$ cat config.mk
export PLATFORM = sky130hd
export DESIGN_NAME = tree_accum_ctrl
export DESIGN_NICKNAME = d
export VERILOG_FILES = /design/src/rtl/tree_accum_ctrl.sv
export SDC_FILE = /design/constraint.sdc
export NUM_CORES = 1
export LEC_CHECK = 0
export CORE_AREA = 2 2 138 167
export DETAILED_ROUTE_END_ITERATION = 10
export DIE_AREA = 0 0 140 169
export PLACE_DENSITY = 0.74
export SYNTH_ARGS = -nofsm -noshare
export SYNTH_HDL_FRONTEND = slang
export SYNTH_SLANG_ARGS = --single-unit
$ cat constraint.sdc
create_clock -name clk -period 36.3 [get_ports clk]
set_clock_uncertainty 0.15 [all_clocks]
set_input_delay 3.63 -clock clk [delete_from_list [all_inputs] [get_ports clk]]
set_output_delay 3.63 -clock clk [all_outputs]
set_load 0.005 [all_outputs]
$ cat src/rtl/tree_accum_ctrl.sv
// Sequencer/accumulator behind the 8-register pipelined bf16 adder tree: credit-based beat admission,
// tag tracking through the tree latency, dot-product accumulation and a result FIFO. Optional stats: TREE_ACC_STATS_EN.
module tree_accum_ctrl #(
  parameter int DATA_WIDTH = 16,
  parameter int TREE_LAT   = 8,
  parameter int CHUNK_W    = 8,
  parameter int FIFO_DEPTH = 4
) (
  input  logic                  clk,
  input  logic                  rst_n,
  input  logic                  clear,
  input  logic                  in_valid,
  input  logic                  in_last,
  output logic                  in_ready,
  input  logic [DATA_WIDTH-1:0] tree_sum,
  output logic                  out_valid,
  input  logic                  out_ready,
  output logic [DATA_WIDTH-1:0] out_data,
  output logic [CHUNK_W-1:0]    out_chunks,
  output logic                  busy
`ifdef TREE_ACC_STATS_EN
  ,
  output logic [31:0]           stat_dots,
  output logic [31:0]           stat_stalls
`else
  // statistics ports are absent in the default build
`endif
);

  localparam int AW = $clog2(FIFO_DEPTH);
  localparam int CW = $clog2(FIFO_DEPTH + 1);
  localparam int LW = $clog2(TREE_LAT + 1);
  localparam int SW = $clog2(FIFO_DEPTH + TREE_LAT + 1);

  typedef enum logic [1:0] {IDLE, ACCUM, FLUSH} state_t;

  // bf16 add, round-to-nearest-even, subnormals flushed to zero.
  function automatic logic [15:0] bf16_add(input logic [15:0] a, input logic [15:0] b);
    logic [15:0] big, sml;
    logic [7:0]  d;
    logic [21:0] aligned;
    logic [11:0] big_x, sml_x, r;
    logic        sticky, rnd;
    logic [8:0]  mant;
    int          e, p;
    if (a[14:7] == 8'hFF || b[14:7] == 8'hFF) begin
      if ((a[14:7] == 8'hFF && a[6:0] != 7'd0) || (b[14:7] == 8'hFF && b[6:0] != 7'd0) ||
          (a[14:7] == 8'hFF && b[14:7] == 8'hFF && a[15] != b[15]))
        return 16'h7FC0;
      return (a[14:7] == 8'hFF) ? a : b;
    end
    if (a[14:7] == 8'd0) return (b[14:7] == 8'd0) ? 16'h0000 : b;
    if (b[14:7] == 8'd0) return a;
    big     = (a[14:0] >= b[14:0]) ? a : b;
    sml     = (a[14:0] >= b[14:0]) ? b : a;
    d       = big[14:7] - sml[14:7];
    aligned = {1'b1, sml[6:0], 14'b0} >> ((d > 8'd12) ? 8'd12 : d);
    sticky  = |aligned[10:0];
    big_x   = {2'b01, big[6:0], 3'b000};
    sml_x   = {1'b0, aligned[21:12], aligned[11] | sticky};
    r       = (a[15] == b[15]) ? big_x + sml_x : big_x - sml_x;
    if (r == 12'd0) return 16'h0000;
    e = int'(big[14:7]);
    if (r[11]) begin
      r = {1'b0, r[11:2], r[1] | r[0]};
      e = e + 1;
    end else begin
      p = 0;
      for (int i = 0; i < 11; i++) if (r[i]) p = i;
      r = r << (10 - p);
      e = e - (10 - p);
    end
    rnd  = r[2] & (r[1] | r[0] | r[3]);
    mant = {1'b0, r[10:3]} + {8'd0, rnd};
    if (mant[8]) begin
      mant = mant >> 1;
      e    = e + 1;
    end
    if (e <= 0)   return {big[15], 15'd0};
    if (e >= 255) return {big[15], 8'hFF, 7'd0};
    return {big[15], e[7:0], mant[6:0]};
  endfunction

  state_t                state;
  logic [TREE_LAT-1:0]   vld_sr, last_sr;
  logic [DATA_WIDTH-1:0] acc;
  logic [CHUNK_W-1:0]    cnt;
  logic                  first;
  logic [AW-1:0]         wr_ptr, rd_ptr;
  logic [CW-1:0]         fifo_count;
  logic [DATA_WIDTH-1:0] data_mem  [FIFO_DEPTH];
  logic [CHUNK_W-1:0]    chunk_mem [FIFO_DEPTH];

  logic                  accept, tail_v, tail_l, push, pop;
  logic [LW-1:0]         lasts_in_flight;
  logic [DATA_WIDTH-1:0] sum_next;
  logic [CHUNK_W-1:0]    cnt_next;

  // NOTE: every variable gets a default at the top of always_comb, so no path can infer a latch.
  always_comb begin
    lasts_in_flight = '0;
    for (int i = 0; i < TREE_LAT; i++) lasts_in_flight += LW'(last_sr[i]);
  end

  // Credit counts results already queued plus every last still inside the tree, so a push never finds the FIFO full.
  assign in_ready = rst_n & ~clear &
                    ((SW'(fifo_count) + SW'(lasts_in_flight)) < SW'(FIFO_DEPTH));
  assign accept   = in_valid & in_ready;
  assign tail_v   = vld_sr[TREE_LAT-1];
  assign tail_l   = last_sr[TREE_LAT-1];
  assign push     = tail_v & tail_l;
  assign pop      = out_ready & (fifo_count != '0);
  assign sum_next = first ? tree_sum : DATA_WIDTH'(bf16_add(16'(acc), 16'(tree_sum)));
  assign cnt_next = first ? CHUNK_W'(1) : ((&cnt) ? cnt : cnt + CHUNK_W'(1));

  assign out_valid  = (fifo_count != '0);
  assign out_data   = out_valid ? data_mem[rd_ptr]  : '0;
  assign out_chunks = out_valid ? chunk_mem[rd_ptr] : '0;
  assign busy       = (|vld_sr) | ~first | out_valid;

  // NOTE: all state here updates with <= so every read sees the value from before this clock edge.
  always_ff @(posedge clk or negedge rst_n) begin
    if (!rst_n) begin
      state      <= IDLE;
      vld_sr     <= '0;
      last_sr    <= '0;
      acc        <= '0;
      cnt        <= '0;
      first      <= 1'b1;
      wr_ptr     <= '0;
      rd_ptr     <= '0;
      fifo_count <= '0;
    end else if (clear) begin
      state      <= FLUSH;
      vld_sr     <= '0;
      last_sr    <= '0;
      acc        <= '0;
      cnt        <= '0;
      first      <= 1'b1;
      wr_ptr     <= '0;
      rd_ptr     <= '0;
      fifo_count <= '0;
    end else begin
      vld_sr  <= {vld_sr[TREE_LAT-2:0], accept};
      last_sr <= {last_sr[TREE_LAT-2:0], accept & in_last};
      if (push) begin
        acc   <= '0;
        cnt   <= '0;
        first <= 1'b1;
      end else if (tail_v) begin
        acc   <= sum_next;
        cnt   <= cnt_next;
        first <= 1'b0;
      end
      if (push) wr_ptr <= wr_ptr + AW'(1);
      if (pop)  rd_ptr <= rd_ptr + AW'(1);
      if (push && !pop)      fifo_count <= fifo_count + CW'(1);
      else if (pop && !push) fifo_count <= fifo_count - CW'(1);
      case (state)
        IDLE:    if (accept) state <= ACCUM;
        ACCUM:   if (push && vld_sr[TREE_LAT-2:0] == '0 && !accept) state <= IDLE;
        FLUSH:   state <= accept ? ACCUM : IDLE;
        default: state <= IDLE;
      endcase
    end
  end

  // NOTE: the result storage has no reset; fifo_count gates every read, so stale entries are never visible.
  always_ff @(posedge clk) begin
    if (push && !clear) begin
      data_mem[wr_ptr]  <= sum_next;
      chunk_mem[wr_ptr] <= cnt_next;
    end
  end

`ifdef TREE_ACC_STATS_EN
  always_ff @(posedge clk or negedge rst_n) begin
    if (!rst_n) begin
      stat_dots   <= '0;
      stat_stalls <= '0;
    end else if (clear) begin
      stat_dots   <= '0;
      stat_stalls <= '0;
    end else begin
      if (push)                  stat_dots   <= stat_dots + 32'd1;
      if (in_valid && !in_ready) stat_stalls <= stat_stalls + 32'd1;
    end
  end
`endif

endmodule

==> qor.txt, run 1 <==
outcome: finished, violations left
failing checks: design-rule violations
Final Cycle Share: 48.8%
CP peak stage delay: 0.78 ns
Setup crit start kind: input port
final setup violation count: 0
Syn Inst Count: 1251
DRT Wirelength: 31300 um
Mapped Avg Cell Area: 9.22 um^2
post-route cell area: 12800 um^2
vias per cell: 6.37
P&R area growth vs syn: 11.0%
critical path endpoint category: register
vias in the first global route: 9514
RSZ-0062 raised after global routing: no
pre-CTS worst setup slack: 18.50 ns
dominant cell type by area after synthesis: edfxtp_1
Initial Util: 52.1%
number of synthesized flops with an enable pin: 96
clk slew on worst S/H paths: 0.06 ns
HP Class: register to register
placed cell area: 12300 um^2
fin crit period: 17.71 ns
share of post-route cells with drive strength above 1: 9.60%
Final Hold Viols: 0
Seq/Total Area, Yosys: 35.4%
final net count: 1362
first-pass GRT wire length: 50200 um
dominant cells by area after synthesis: edfxtp_1 25%, dfrtp_1 10%, ha_1 6.0%
worst-skew pair later-pin latency: 0.42 ns
ys async rst share: 33.3%
worst setup path class: input port to register
Worst EP required: 36.32 ns
Static Leak: 5.06 nW
Detailed Routing Iterations Pass 1: 8
CP max FO: 26
library cells used by synthesis: 96
Initial DRC Count: 749
Root Buffer: clkbuf_16
GP Congestion: 0.971
htree depth: 4
total power: 0.545 mW
row count: 60
commonest cells after routing, fill and taps aside: 127 x nor2_1, 108 x nand2_1, 96 x edfxtp_1, 69 x a21oi_1, 65 x inv_1
ANT cells: 0
Synth Warn #: 0
Max Transition Viols Final: 0
most frequent CP cell: a21oi_1
Die Ht: 169 um
post-detail-place hpwl: 23500 um
fmax: 0.0565 GHz
DRC: 7
most common cell after layout, fill and taps aside: nor2_1
CTS tree: yes
fin worst setup slack: 18.59 ns
Routed Antenna Nets: 0
post-CTS setup buffer count: 0
initial antenna violation count: 0
Most used DFF post-synth: edfxtp_1
Post-CTS Hold Buffers: 0
Slew @ Worst Pin: 0.957 ns
GRT overflow: 0
Die Wd: 140 um
hold slack: 0.358 ns
# clock sinks: 144
GRT Util Overall: 26.6%
CTS buffer count: 17
Core Region: 22100 um^2
detailed-route wire length per cell: 19.9 um
Yosys reg bits: 144
Pwr per Cell Area: 42.6 nW/um^2
largest net degree at the start of global routing: 50
max cap viols: 0
Mapped Area: 11500 um^2
setup TNS: 0 ns
Max VDD drop: 0.0000335 V
Slew Limit Headroom: 35.6%
number of I/O port buffers: 48
# IOs: 49
Die Area: 23700 um^2
Vias: 10000
Post-CTS Resized: 0
slowest CP cell: ha_1
Clock Path Buffers: 2
CP arrival: 17.74 ns
post-synth top area share: 25.0%
==> flip-flops by register name, summed over array words and instances, names as in the netlist, 2 cells and up <==
signal and flops:
rd_ptr 2, fifo_count 3, wr_ptr 2, chunk_mem 32, acc 16, vld_sr 8
data_mem 64, cnt 8, last_sr 8
==> critical path: cells and delay by family <==
family | cells | cell delay (ns)
AOI/OAI and AO/OA | 19 | 4.58
xor gates and xnor gates | 1 | 0.23
adders and majority gates | 6 | 2.60
buffers and inverters | 5 | 1.41
and+or+nand+nor | 18 | 5.26
==> cells in the mapped netlist (all sizes together), types with 25 or more instances <==
cell,instances
nor2,128
nand2,109
edfxtp,96
a21oi,70
o21ai,69
inv,68
ha,55
dfrtp,47
and2,42
clkbuf,41
nor3,41
nand3,35
mux4,29
mux2i,28
xnor2,27
nor4,25
==> final timing paths <==
check	from	slack [ns]	cells past startpoint	to
setup / recovery	tree_sum[8]	18.59	49	data_mem[0][5]
hold reg to reg	vld_sr[1]	0.36	1	vld_sr[2]
setup reg to reg	acc[11]	21.98	47	data_mem[0][5]
min in group asynchronous	rst_n	3.17	2	cnt[4]
max in group asynchronous	rst_n	32.38	2	acc[14]
hold / removal	vld_sr[1]	0.36	1	vld_sr[2]
==> report_power, final <==
group / internal, mW / switching (mW)
clock: 0.0943 / 0.0670
combinational: 0.0936 / 0.111
sequential: 0.178 / 0.00214
total: 0.366 / 0.180
==> through the flow <==
stage	util (%)	instances
after detailed placement	55.3	1539
after global routing	57.8	1571
after global placement	55.3	1539
after CTS	57.8	1571
after floorplan	-	1252
final	57.8	1571
==> area by class of cell <==
cell class / instances / area (um^2)
Clock buffer: 20 / 437
Tap cell: 279 / 349
Multi-Input combinational cell: 985 / 6980
Inverter: 69 / 259
Fill cell: 1923 / 9340
Sequential cell: 144 / 4090
Clock inverter: 12 / 113
Timing Repair Buffer: 62 / 581
==> cells by family after synthesis <==
logic type,after synthesis,synth area share (%)
DFF,144,35.4
xor gates and xnor gates,43,3.26
other,1,0.0325
muxes,62,8.61
AOI/OAI and AO/OA,316,18.8
and+or+nand+nor,501,22.8
adders and majority gates,61,7.01
buffers and inverters,123,4.16
==> routing by layer <==
metal	wire [um]	share of wire, %	up-vias	global-route usage (%)
li1	-	-	4743	-
met1	12900	41	4812	32.6
met2	15800	51	383	47.8
met3	1560	5.0	77	3.31
met4	1060	3.4	0	10.5
met5	0	0	-	0
Note: power is estimated with default switching activity, not from simulation.
==> run 2, diff against run 1 <==
--- a/config.mk
+++ b/config.mk
@@ -8,7 +8,7 @@
 export CORE_AREA = 2 2 138 167
 export DETAILED_ROUTE_END_ITERATION = 10
 export DIE_AREA = 0 0 140 169
-export PLACE_DENSITY = 0.74
+export PLACE_DENSITY = 0.77
 export SYNTH_ARGS = -nofsm -noshare
 export SYNTH_HDL_FRONTEND = slang
 export SYNTH_SLANG_ARGS = --single-unit
==> constraint.sdc (replaced) <==
create_clock -name clk -period 14.47 [get_ports clk]
set_clock_uncertainty 0.15 [all_clocks]
set_input_delay 1.447 -clock clk [delete_from_list [all_inputs] [get_ports clk]]
set_output_delay 1.447 -clock clk [all_outputs]
set_load 0.005 [all_outputs]
==> run 2 against run 1 <==
Compared with the run above: the flow still finishes with violations (design-rule violations); sequential share of layout area fell by 0.68 points; power rose to 2.7 times the previous value; first-iteration DRC count rose by 21%; clock power rose to 3.1 times the previous value; critical path depth rose by 4; core utilization rose by 1.3 points; highest routed layer unchanged.
==> qor.txt, run 2 (synthesis results as in run 1) <==
most common cell after layout, fill and taps aside: nor2_1
P&R area growth vs syn: 13.4%
Die Ht: 169 um
DRT Wirelength: 33800 um
Sw Share: 31.5%
DRC: 4
fmax: 0.0735 GHz
Slew @ Worst Pin: 1.16 ns
RSZ-0062 raised after global routing: no
switching power: 0.467 mW
Clk network pwr share: 33.6%
Max VDD drop: 0.0000709 V
Max Transition Viols Final: 0
max cap viols: 0
Final Hold Viols: 0
Clock Path Buffers: 3
Root Buffer: clkbuf_16
commonest cells after routing, fill and taps aside: 127 x nor2_1, 108 x nand2_1, 96 x edfxtp_1, 65 x inv_1, 65 x a21oi_1
worst setup path class: input port to register
Final Cycle Share: 94.0%
# IOs: 49
initial antenna violation count: 0
max FFs per register: 64
filler cell count: 1891
outcome: finished, violations left
CP arrival: 13.64 ns
ANT cells: 0
HP Class: register to register
number of I/O port buffers: 48
GRT Util Overall: 28.4%
detailed-route wire length per cell: 21.3 um
Int Pwr: 1.02 mW
largest net degree at the start of global routing: 50
Worst EP required: 14.50 ns
pre-CTS worst setup slack: -0.0476 ns
CP peak stage delay: 0.65 ns
final net count: 1385
Core Region: 22100 um^2
Largest Register: data_mem
Static Leak: 5.22 nW
Setup crit start kind: input port
hold slack: 0.345 ns
setup TNS: 0 ns
vias in the first global route: 10200
Largest regs: data_mem (64), chunk_mem (32), acc (16)
Initial DRC Count: 905
fin crit period: 13.61 ns
Routed Antenna Nets: 0
post-detail-place hpwl: 25000 um
clk slew on worst S/H paths: 0.05 ns
Vias: 10300
critical path endpoint category: register
share of post-route cells with drive strength above 1: 11.1%
Die Wd: 140 um
sequential share of power: 31.2%
vias per cell: 6.49
CP max FO: 10
Pwr per Cell Area: 113 nW/um^2
most frequent CP cell: ha_1
Slew Limit Headroom: 21.6%
CTS tree: yes
Detailed Routing Iterations Pass 1: 8
GRT overflow: 0
Gate power share: 35.2%
GP Congestion: 0.958
row count: 60
CTS buffer count: 25
worst-skew pair later-pin latency: 0.46 ns
failing checks: design-rule violations
Post-CTS Hold Buffers: 0
final setup violation count: 0
# clock sinks: 144
slowest CP cell: clkdlybuf4s50_1
Initial Util: 52.1%
htree depth: 4
fin worst setup slack: 0.863 ns
first-pass GRT wire length: 53900 um
Die Area: 23700 um^2
-- run 2: worst max-delay path: cells and delay by family --
family,cells,cell delay [ns]
and+or+nand+nor,17,4.20
adders and majority gates,6,1.51
buffers and inverters,8,1.90
xor gates and xnor gates,1,0.21
AOI/OAI and AO/OA,21,4.35
-- run 2: power groups by stage --
stage / sequential (mW) / clock [mW] / combinational, mW
final: 0.463 / 0.498 / 0.523
after global routing: 0.465 / 0.523 / 0.569
after CTS: 0.464 / 0.504 / 0.518
after detailed placement: 0.470 / 0 / 0.514
after global placement: 0.471 / 0 / 0.504
after floorplan: 0.457 / 0 / 0.335
-- run 2: through the flow --
stage               power [mW]  instance area [um^2]  util [%]  instances
detailed placement       0.984                 12300      55.8       1551
global route              1.56                 13100      59.1       1586
CTS                       1.49                 13000      58.9       1583
finish                    1.48                 13100      59.1       1586
global placement         0.974                 12300      55.8       1551
floorplan                0.792                 11500         -       1252
-- run 2: cell type report --
type / instances / area (um^2) / area share, %
Clock buffer: 29 / 651 / 4.97
Inverter: 69 / 259 / 1.98
Timing Repair Buffer: 77 / 693 / 5.30
Multi-Input combinational cell: 985 / 7010 / 53.6
Clock inverter: 3 / 38.8 / 0.296
Tap cell: 279 / 349 / 2.67
Sequential cell: 144 / 4090 / 31.2
-- run 2: worst paths after layout --
kind / from / end / slack, ns / cells after the start
min: vld_sr[4] / vld_sr[5] / 0.34 / 1
max in group asynchronous: rst_n / acc[9] / 12.76 / 2
max: tree_sum[8] / data_mem[1][13] / 0.86 / 53
min in group asynchronous: rst_n / last_sr[2] / 0.94 / 2
max reg2reg: acc[11] / data_mem[1][13] / 2.03 / 51
min reg2reg: vld_sr[4] / vld_sr[5] / 0.34 / 1
-- run 2: routing by layer --
metal / global-route usage [%] / up-vias / wire (um)
met5: 0 / - / 0
met4: 15.4 / 0 / 1820
met3: 2.69 / 105 / 1750
met2: 51.2 / 462 / 17100
met1: 33.4 / 4960 / 13100
li1: - / 4764 / -
-- run 2: repair_timing --
action	CTS	global route
gates resized for setup	0	7
buffers inserted	0	3
endpoints found under the setup margin	0	75
==> run 3, diff against run 2 <==
==> config.mk (replaced) <==
export PLATFORM = sky130hd
export DESIGN_NAME = tree_accum_ctrl
export DESIGN_NICKNAME = d
export VERILOG_FILES = /design/src/rtl/tree_accum_ctrl.sv
export SDC_FILE = /design/constraint.sdc
export NUM_CORES = 1
export LEC_CHECK = 0
export CELL_PAD_IN_SITES_DETAIL_PLACEMENT = 0
export CELL_PAD_IN_SITES_GLOBAL_PLACEMENT = 2
export CORE_AREA = 2 2 167 202
export DETAILED_ROUTE_END_ITERATION = 10
export DIE_AREA = 0 0 169 204
export PLACE_DENSITY = 0.81
export SYNTH_ARGS = -nofsm -noshare
export SYNTH_HDL_FRONTEND = slang
export SYNTH_SLANG_ARGS = --single-unit
==> run 3 against run 2 <==
Compared with the run above: the run now ends clean; power is 6.4% lower; register-to-register slack better by 0.12 ns; die area is 46% higher; sequential power is 2% lower; worst setup slack better by 0.065 ns; largest cell class unchanged.
==> qor.txt, run 3 (synthesis results as in run 1) <==
GRT overflow: 0
largest net degree at the start of global routing: 50
switching power: 0.466 mW
CP peak stage delay: 0.64 ns
share of post-route cells with drive strength above 1: 12.3%
GRT Util Overall: 20.0%
fin crit period: 13.54 ns
worst setup path class: input port to register
GP Congestion: 0.919
HP Class: register to register
vias per cell: 5.73
Initial DRC Count: 693
outcome: finished clean
placed cell count: 1685
critical path endpoint category: register
total power: 1.39 mW
RSZ-0062 raised after global routing: no
Clk network pwr share: 29.9%
P&R area growth vs syn: 14.5%
final setup violation count: 0
slowest CP cell: clkdlybuf4s50_1
placed cell area: 12500 um^2
vias in the first global route: 9664
Clock Path Buffers: 2
Largest regs: data_mem (64), chunk_mem (32), acc (16)
Final Cycle Share: 93.6%
max FFs per register: 64
Setup crit start kind: input port
clk slew on worst S/H paths: 0.06 ns
Core Region: 32700 um^2
Max Transition Viols Final: 0
row count: 73
Detailed Routing Iterations Pass 1: 5
Final Non-Filler Cells: 1718
Root Buffer: clkbuf_16
number of I/O port buffers: 48
filler cell count: 3276
Post-CTS Hold Buffers: 0
sequential share of power: 32.7%
Worst EP required: 14.47 ns
# IOs: 49
DRC: 0
ANT cells: 0
hold slack: 0.347 ns
Initial Util: 35.3%
Slew Limit Headroom: 18.4%
# clock sinks: 144
post-route cell area: 13200 um^2
Die Ht: 204 um
CTS tree: yes
CP arrival: 13.54 ns
commonest cells after routing, fill and taps aside: 121 x nor2_1, 108 x nand2_1, 96 x edfxtp_1, 65 x inv_1, 65 x a21oi_1
Gate power share: 37.4%
Final Hold Viols: 0
Die Wd: 169 um
initial antenna violation count: 0
Int Pwr: 0.923 mW
Die Area: 34500 um^2
final net count: 1376
htree depth: 4
Static Leak: 5.17 nW
CP max FO: 13
detailed-route wire length per cell: 19.8 um
Routed Antenna Nets: 0
max cap viols: 0
worst-skew pair later-pin latency: 0.42 ns
DRT Wirelength: 34000 um
Largest Register: data_mem
Final Core Density: 40.4%
first-pass GRT wire length: 54600 um
Max VDD drop: 0.0000872 V
post-detail-place hpwl: 26200 um
Sw Share: 33.5%
Vias: 9836
Pwr per Cell Area: 105 nW/um^2
CTS buffer count: 17
most common cell after layout, fill and taps aside: nor2_1
fmax: 0.0738 GHz
Slew @ Worst Pin: 1.22 ns
==> run 3: what timing repair did <==
action / in CTS / in global routing
setup buffers: 0 / 1
setup endpoints to repair: 0 / 75
endpoints found under the hold margin: 0 / 0
resized for setup: 0 / 25
==> run 3: layer usage <==
metal	wire (um)	share of wire (%)	global-route usage [%]	vias up
met5	0	0	0	-
met4	979	2.9	6.96	0
met3	1110	3.3	1.98	48
met2	17100	50	35.7	255
met1	14800	43	25.4	4770
li1	-	-	-	4763
==> run 3: final timing paths <==
check | end | slack (ns) | depth (start not counted) | from
hold reg to reg | vld_sr[4] | 0.35 | 1 | vld_sr[3]
setup / recovery | data_mem[1][9] | 0.93 | 54 | tree_sum[8]
max in group asynchronous | acc[8] | 12.73 | 2 | rst_n
setup reg to reg | data_mem[1][9] | 2.15 | 52 | acc[12]
hold / removal | vld_sr[4] | 0.35 | 1 | vld_sr[3]
min in group asynchronous | fifo_count[0] | 0.99 | 2 | rst_n
==> run 3: metrics by stage <==
| step | TNS [ns] | worst slack (ns) |
|---|---|---|
| after detailed placement | -0.0518 | -0.0130 |
| after floorplan | 0 | 1.82 |
| after global placement | 0 | 0.212 |
| final | 0 | 0.928 |
| after CTS | 0 | 0.387 |
| after global routing | 0 | 0.0183 |
==> run 3: worst max-delay path: cells and delay by family <==
kind,cells,cell delay (ns)
simple gates,19,4.83
compound gates,21,3.88
fa+ha+maj,6,1.52
buf+inv,6,1.50
xor+xnor,1,0.20
mux,1,0.15
==> run 3: power by group through the flow <==
stage          registers [mW]  clock network, mW  logic (mW)
2_1_floorplan           0.457                  0       0.335
3_3_place_gp            0.463                  0       0.519
3_5_place_dp            0.463                  0       0.518
4_1_cts                 0.454              0.424       0.519
5_1_grt                 0.455              0.440       0.574
6_report                0.454              0.415       0.520
==> run 3: layout make-up <==
type	count	area, um^2	area share, %
Tap cell	412	515	3.90
Timing Repair Buffer	76	686	5.19
Inverter	69	259	1.96
Sequential cell	144	4090	30.9
Multi-Input combinational cell	985	7100	53.7
Clock buffer	17	425	3.22
Clock inverter	15	136	1.03
